`config.mk`:
```
export PLATFORM = sky130hd
export DESIGN_NAME = wb_rr_arbiter
export DESIGN_NICKNAME = d
export VERILOG_FILES = /design/src/rtl/wb_rr_arbiter.sv
export SDC_FILE = /design/constraint.sdc
export NUM_CORES = 1
export LEC_CHECK = 0
export CORE_AREA = 2 2 146 148
export CTS_CLUSTER_SIZE = 16
export DETAILED_ROUTE_END_ITERATION = 8
export DIE_AREA = 0 0 148 150
export GPL_ROUTABILITY_DRIVEN = 0
export HOLD_SLACK_MARGIN = 0.12
export PLACE_DENSITY_LB_ADDON = 0.12
export RECOVER_POWER = 100
export SYNTH_ARGS = -nofsm -noshare
export SYNTH_HDL_FRONTEND = slang
export SYNTH_SLANG_ARGS = --single-unit
```
`constraint.sdc`:
```
create_clock -name CLK -period 3.4 [get_ports CLK]
set_clock_uncertainty 0.1 [all_clocks]
set_input_delay 0.85 -clock CLK [delete_from_list [all_inputs] [get_ports CLK]]
set_output_delay 0.85 -clock CLK [all_outputs]
set_load 0.02 [all_outputs]
```
`src/rtl/wb_rr_arbiter.sv`:
```
`default_nettype none
// +--------------------------------------------------------------------------+
// | wb_rr_arbiter                                                            |
// | N-master to 1-slave pipelined Wishbone arbiter with round-robin grant,   |
// | outstanding-transaction tracking and a bus-timeout watchdog.            |
// | Revision: 1.0                                                            |
// +--------------------------------------------------------------------------+
module wb_rr_arbiter #(
  parameter int NUM_MASTERS      = 4,
  parameter int AW               = 32,
  parameter int DW               = 32,
  parameter int CNT_W            = 4,
  parameter int TIMEOUT          = 255,
  parameter bit OPT_ZERO_ON_IDLE = 1'b0
) (
  input  logic                        CLK,
  input  logic                        nRST,
  input  logic [NUM_MASTERS-1:0]      m_cyc,
  input  logic [NUM_MASTERS-1:0]      m_stb,
  input  logic [NUM_MASTERS-1:0]      m_we,
  input  logic [NUM_MASTERS*AW-1:0]   m_addr,
  input  logic [NUM_MASTERS*DW-1:0]   m_data,
  input  logic [NUM_MASTERS*DW/8-1:0] m_sel,
  output logic [NUM_MASTERS-1:0]      m_ack,
  output logic [NUM_MASTERS-1:0]      m_err,
  output logic [NUM_MASTERS-1:0]      m_stall,
  output logic                        o_cyc,
  output logic                        o_stb,
  output logic                        o_we,
  output logic [AW-1:0]               o_addr,
  output logic [DW-1:0]               o_data,
  output logic [DW/8-1:0]             o_sel,
  input  logic                        o_ack,
  input  logic                        o_err,
  input  logic                        o_stall,
  output logic [NUM_MASTERS-1:0]      grant,
  output logic                        timeout_evt
);

  localparam int c_IDX_W = (NUM_MASTERS > 1) ? $clog2(NUM_MASTERS) : 1;
  localparam int c_SW    = DW / 8;
  localparam int c_WD_W  = (TIMEOUT < 2) ? 1 : $clog2(TIMEOUT + 1);
  localparam logic [CNT_W-1:0]  c_MAX_OUT = '1;
  localparam logic [c_WD_W-1:0] c_WD_LIM  = c_WD_W'((TIMEOUT > 0) ? TIMEOUT - 1 : 0);
  localparam logic [c_IDX_W-1:0] c_LAST_RST = c_IDX_W'(NUM_MASTERS - 1);

  typedef enum logic [0:0] {
    S_IDLE = 1'b0,
    S_OWN  = 1'b1
  } state_t;

  state_t                   r_state, w_state_nxt;
  logic [NUM_MASTERS-1:0]   r_grant, w_grant_nxt;
  logic [c_IDX_W-1:0]       r_last, w_last_nxt;
  logic [CNT_W-1:0]         r_outst, w_outst_nxt;
  logic [c_WD_W-1:0]        r_wdog, w_wdog_nxt;

  logic [AW-1:0]            w_addr [NUM_MASTERS];
  logic [DW-1:0]            w_data [NUM_MASTERS];
  logic [c_SW-1:0]          w_sel  [NUM_MASTERS];
  logic [c_IDX_W-1:0]       w_pick;
  logic                     w_pick_vld;
  logic                     w_own, w_sat, w_busy, w_tmo, w_inc, w_dec;

  for (genvar gi = 0; gi < NUM_MASTERS; gi++) begin : g_unpack
    assign w_addr[gi] = m_addr[gi*AW +: AW];
    assign w_data[gi] = m_data[gi*DW +: DW];
    assign w_sel[gi]  = m_sel[gi*c_SW +: c_SW];
  end

  // Search starts just past the previous owner, so every requester is reached within N-1 grants
  always_comb begin
    logic [c_IDX_W:0]   v_sum;
    logic [c_IDX_W-1:0] v_idx;
    w_pick     = r_last;
    w_pick_vld = 1'b0;
    v_sum      = '0;
    v_idx      = '0;
    for (int i = 1; i <= NUM_MASTERS; i++) begin
      v_sum = {1'b0, r_last} + (c_IDX_W+1)'(i);
      if (v_sum >= NUM_MASTERS) v_sum = v_sum - (c_IDX_W+1)'(NUM_MASTERS);
      v_idx = v_sum[c_IDX_W-1:0];
      if (!w_pick_vld && m_cyc[v_idx]) begin
        w_pick_vld = 1'b1;
        w_pick     = v_idx;
      end
    end
  end

  assign w_own  = (r_state == S_OWN);
  assign w_sat  = (r_outst == c_MAX_OUT);
  assign w_busy = (r_outst != '0) && !o_ack && !o_err;
  assign w_tmo  = w_own && (TIMEOUT != 0) && w_busy && (r_wdog == c_WD_LIM);
  assign w_inc  = o_stb && !o_stall;
  assign w_dec  = (o_ack || o_err) && (r_outst != '0);
  assign grant  = r_grant;

  always_comb begin
    o_cyc       = 1'b0;
    o_stb       = 1'b0;
    m_ack       = '0;
    m_err       = '0;
    m_stall     = '1;
    timeout_evt = 1'b0;
    if (OPT_ZERO_ON_IDLE && !w_own) begin
      o_we   = 1'b0;
      o_addr = '0;
      o_data = '0;
      o_sel  = '0;
    end else begin
      o_we   = m_we[r_last];
      o_addr = w_addr[r_last];
      o_data = w_data[r_last];
      o_sel  = w_sel[r_last];
    end
    if (w_own) begin
      o_cyc           = m_cyc[r_last] && !w_tmo;
      o_stb           = m_stb[r_last] && !w_sat && !w_tmo;
      m_stall[r_last] = o_stall || w_sat;
      m_ack[r_last]   = o_ack;
      m_err[r_last]   = o_err || w_tmo;
      timeout_evt     = w_tmo;
    end
  end

  always_comb begin
    w_state_nxt = r_state;
    w_grant_nxt = r_grant;
    w_last_nxt  = r_last;
    w_outst_nxt = r_outst;
    w_wdog_nxt  = r_wdog;
    case (r_state)
      S_IDLE: begin
        w_outst_nxt = '0;
        w_wdog_nxt  = '0;
        if (w_pick_vld) begin
          w_state_nxt         = S_OWN;
          w_grant_nxt         = '0;
          w_grant_nxt[w_pick] = 1'b1;
          w_last_nxt          = w_pick;
        end
      end
      S_OWN: begin
        // Owner release, slave error and watchdog expiry all end the cycle; late acks are dropped
        if (!m_cyc[r_last] || o_err || w_tmo) begin
          w_state_nxt = S_IDLE;
          w_grant_nxt = '0;
          w_outst_nxt = '0;
          w_wdog_nxt  = '0;
        end else begin
          if (w_inc && !w_dec)      w_outst_nxt = r_outst + 1'b1;
          else if (!w_inc && w_dec) w_outst_nxt = r_outst - 1'b1;
          w_wdog_nxt = (w_busy && TIMEOUT != 0) ? r_wdog + 1'b1 : '0;
        end
      end
      default: w_state_nxt = S_IDLE;
    endcase
  end

  always_ff @(posedge CLK) begin
    if (!nRST) begin
      r_state <= S_IDLE;
      r_grant <= '0;
      r_last  <= c_LAST_RST;
      r_outst <= '0;
      r_wdog  <= '0;
    end else begin
      r_state <= w_state_nxt;
      r_grant <= w_grant_nxt;
      r_last  <= w_last_nxt;
      r_outst <= w_outst_nxt;
      r_wdog  <= w_wdog_nxt;
    end
  end

endmodule
`default_nettype wire

```
==> results of run 1 <==
-- critical path, delay by kind of cell --
kind / cells / cell delay [ns]
multiplexers: 1 / 0.56
buffers and inverters: 2 / 1.04
-- cell families (layout without fill, tap and decap cells) --
group,count (synthesis),count (layout),share of synthesized area [%]
multiplexers,79,79,56.6
XOR/XNOR,9,9,2.60
AO/OA/AOI/OAI,29,29,7.60
flip-flops,19,19,12.6
adder cells (fa/ha/maj),9,9,3.96
AND/OR/NAND/NOR,66,66,11.8
buffers and inverters,34,414,4.83
other,0,2,0
-- final cells by class --
cell class	instances	area [µm²]
diodes	2	5.00
clock buffers	3	75.1
clock inverters	1	7.51
fillers	2084	13500
inverters	14	52.6
multi-input cells	192	2500
flip-flops and latches	19	388
well taps	275	344
repair buffers	396	3800
-- per-stage QoR --
stage | util (%) | setup WS (ns) | hold WS [ns]
after CTS | 35.0 | 0.00224 | 0.390
after floorplan | - | 0.550 | 0.353
after global placement | 34.7 | -0.380 | 0.368
after global routing | 34.6 | 0.0102 | 0.399
final | 34.6 | -0.00106 | 0.375
after detailed placement | 34.7 | -0.438 | 0.364
-- registers in the layout (all words and copies together), names as in the netlist --
| signal | cells |
|---|---|
| grant | 4 |
| r_wdog | 8 |
| r_last | 2 |
| r_state | 1 |
| r_outst | 4 |
-- cell usage after synthesis (all sizes together) --
master,instances
nor3,1
o21ai,6
ha,8
and4,2
inv,13
o211ai,2
nor4,1
or2,2
nand2,12
dfxtp,19
and3,8
mux4,74
a21oi,5
a41o,1
clkinv,1
nor3b,1
buf,11
a211oi,1
fa,1
mux2i,5
and3b,2
a32o,5
a21o,2
xnor2,3
nor2,18
xor2,6
nand4,4
a31oi,1
o21a,2
o22ai,1
a2111oi,1
nand3b,2
or3,1
nor2b,1
o31ai,1
nand2b,1
nand4b,1
nand3,5
a211o,1
clkbuf,9
and2,4
-- metal layers --
layer	GRT usage [%]	wire, µm
met1	26.8	10100
met4	1.29	61
met5	0	0
met3	12.0	3460
met2	28.9	10300
-- repair_timing --
| action | 4_1_cts | 5_1_grt |
|---|---|---|
| setup endpoints to repair | 7 | 7 |
| gates resized for setup | 10 | 12 |
| pin swaps | 0 | 1 |
-- worst paths after layout --
| check | from | endpoint | slack [ns] | cells after the start |
|---|---|---|---|---|
| max | m_data[31] | o_data[31] | -0.001 | 3 |
| min | grant[0] | grant[0] | 0.37 | 1 |
| max reg2reg | r_last[0] | grant[0] | 0.49 | 7 |
| min reg2reg | grant[0] | grant[0] | 0.37 | 1 |
-- power groups by stage --
stage / logic, mW / registers (mW) / clock network, mW
CTS: 2.96 / 0.341 / 0.262
global route: 3.02 / 0.346 / 0.273
finish: 2.86 / 0.336 / 0.251
global placement: 2.94 / 0.344 / 0
detailed placement: 2.93 / 0.345 / 0
floorplan: 1.54 / 0.288 / 0
==> impl_metrics.csv, run 1 <==
group,metric,value,unit
pwr,total_power,3.45,mW
critical_path,crit_type,"primary input to primary output",
critical_path,start_kind,"primary input",
floorplanning,die_h,150,µm
synthesis,ys_seq_elements,19,
timing,rsz0062_at_grt,"false",
cts,ctsHoldBuffers,0,
layout,area_growth,137,%
placed_design,hpwl,20.8,mm
global_routing,gr-total-overflow,0,
placed_design,port_buffers,376,
cts,clk_latency,0.25,ns
outcome,outcome,"finished with violations",
route,drt_wl_total,23.9,mm
synthesis,syn_area,0.00303,mm²
cts,clock_path_buffers,2,
pwr,leakage,2.70,nW
global_routing,grt_start_max_net_pins,23,
synthesis,yosysSeqAreaShare,12.6,%
synthesis,syn_area_per_cell,12.4,µm²
global_routing,grt_usage,20.0,%
critical_path,cpMostUsedCell,"clkdlybuf4s50_1",
flow_run,max-cap-violations,0,
placed_design,dp.cells,896,
pwr,pwr-share-comb,83.0,%
floorplanning,start_util,14.6,%
cts,cts_max_level,1,
pwr,clkPwrFrac,7.3,%
pwr,p_int,1.84,mW
timing,max_slew_margin,46.9,%
layout,layout.cells.most_common,"clkdlybuf4s50_1",
route,postRouteAntennaNets,0,
timing,fin_crit,3.40,ns
route,first_pass_iters,4,
cts,cts_tree,"yes",
synthesis,synth.top_cell.area_share,55.0,%
cts,numCtsBuffers,3,
critical_path,arrival,2.45,ns
synthesis,syn-instance-count,245,
floorplanning,dieArea,0.0222,mm²
route,drt_iter0_drc,173,
floorplanning,num_rows,53,
timing,final.setup.tns,-0.00106,ns
placed_design,place_area,0.00717,mm²
critical_path,cp_max_fo,1,
synthesis,synth.top_cells.by_area,"mux4_2 (55%), dfxtp_1 (13%), ha_1 (3.3%)",
synthesis,syn-num-nets,543,
timing,final_hold_viol_count,0,
synthesis,yosysWarnings,0,
floorplanning,die_x,148,µm
synthesis,synth.distinct_cells,45,
critical_path,required,2.45,ns
timing,fmax,0.294,GHz
pwr,power_switching,1.60,mW
global_routing,grt_pass1_vias,4139,
cts,cts.sinks,19,
global_routing,antenna_found_initial,2,
floorplanning,core_area,0.0207,mm²
critical_path,cpPeakStageDelay,0.57,ns
timing,finalMaxSlewViolations,0,
pwr,ir_drop,0.000332,V
cts,cts-root-buf,"clkbuf_16",
layout,drive_gt1_share,20.8,%
layout,stdcell_count,902,
layout,mostFrequentLayoutCells,"clkdlybuf4s50_1 (320), mux4_2 (74), dlygate4sd3_1 (27)",
route,remaining_drc_errors,0,
critical_path,cp_cell_sequence,"clkdlybuf4s50_1, mux4_2, clkdlybuf4s50_1",
pwr,power_density,481,mW/mm²
timing,finalCritPeriodShare,100,%
floorplanning,io_pins,377,
route,wl_per_cell,26.5,µm
layout,fin_nets,924,
worst_hold_path,hold_class,"flop to flop",
pwr,sequentialPowerShare,9.7,%
route,vias_per_cell,4.44,
synthesis,yosysTopAreaCell,"mux4_2",
timing,setup_violations,1,
critical_path,slowest_stage,"clkdlybuf4s50_1",
pwr,switching_share,46.6,%
route,vias,4003,
layout,finalInstanceArea,0.00717,mm²
timing,worst_pin_slew,0.794,ns
critical_path,cp-end-kind,"primary output",
outcome,violations,"negative setup slack",
timing,setup_slack,-0.00106,ns
global_routing,grt_pass1_wl,31.6,mm
cts,path_clk_slew,0.06,ns
cts,cts_setup_buffers,0,
(Power assumes the default switching activity.)
==> inputs of run 2 (changes only) <==
- CTS_CLUSTER_SIZE: 16 -> 30
==> results of run 2 <==
Same layout as run 1: the final DEF is identical, and so are final timing and power.
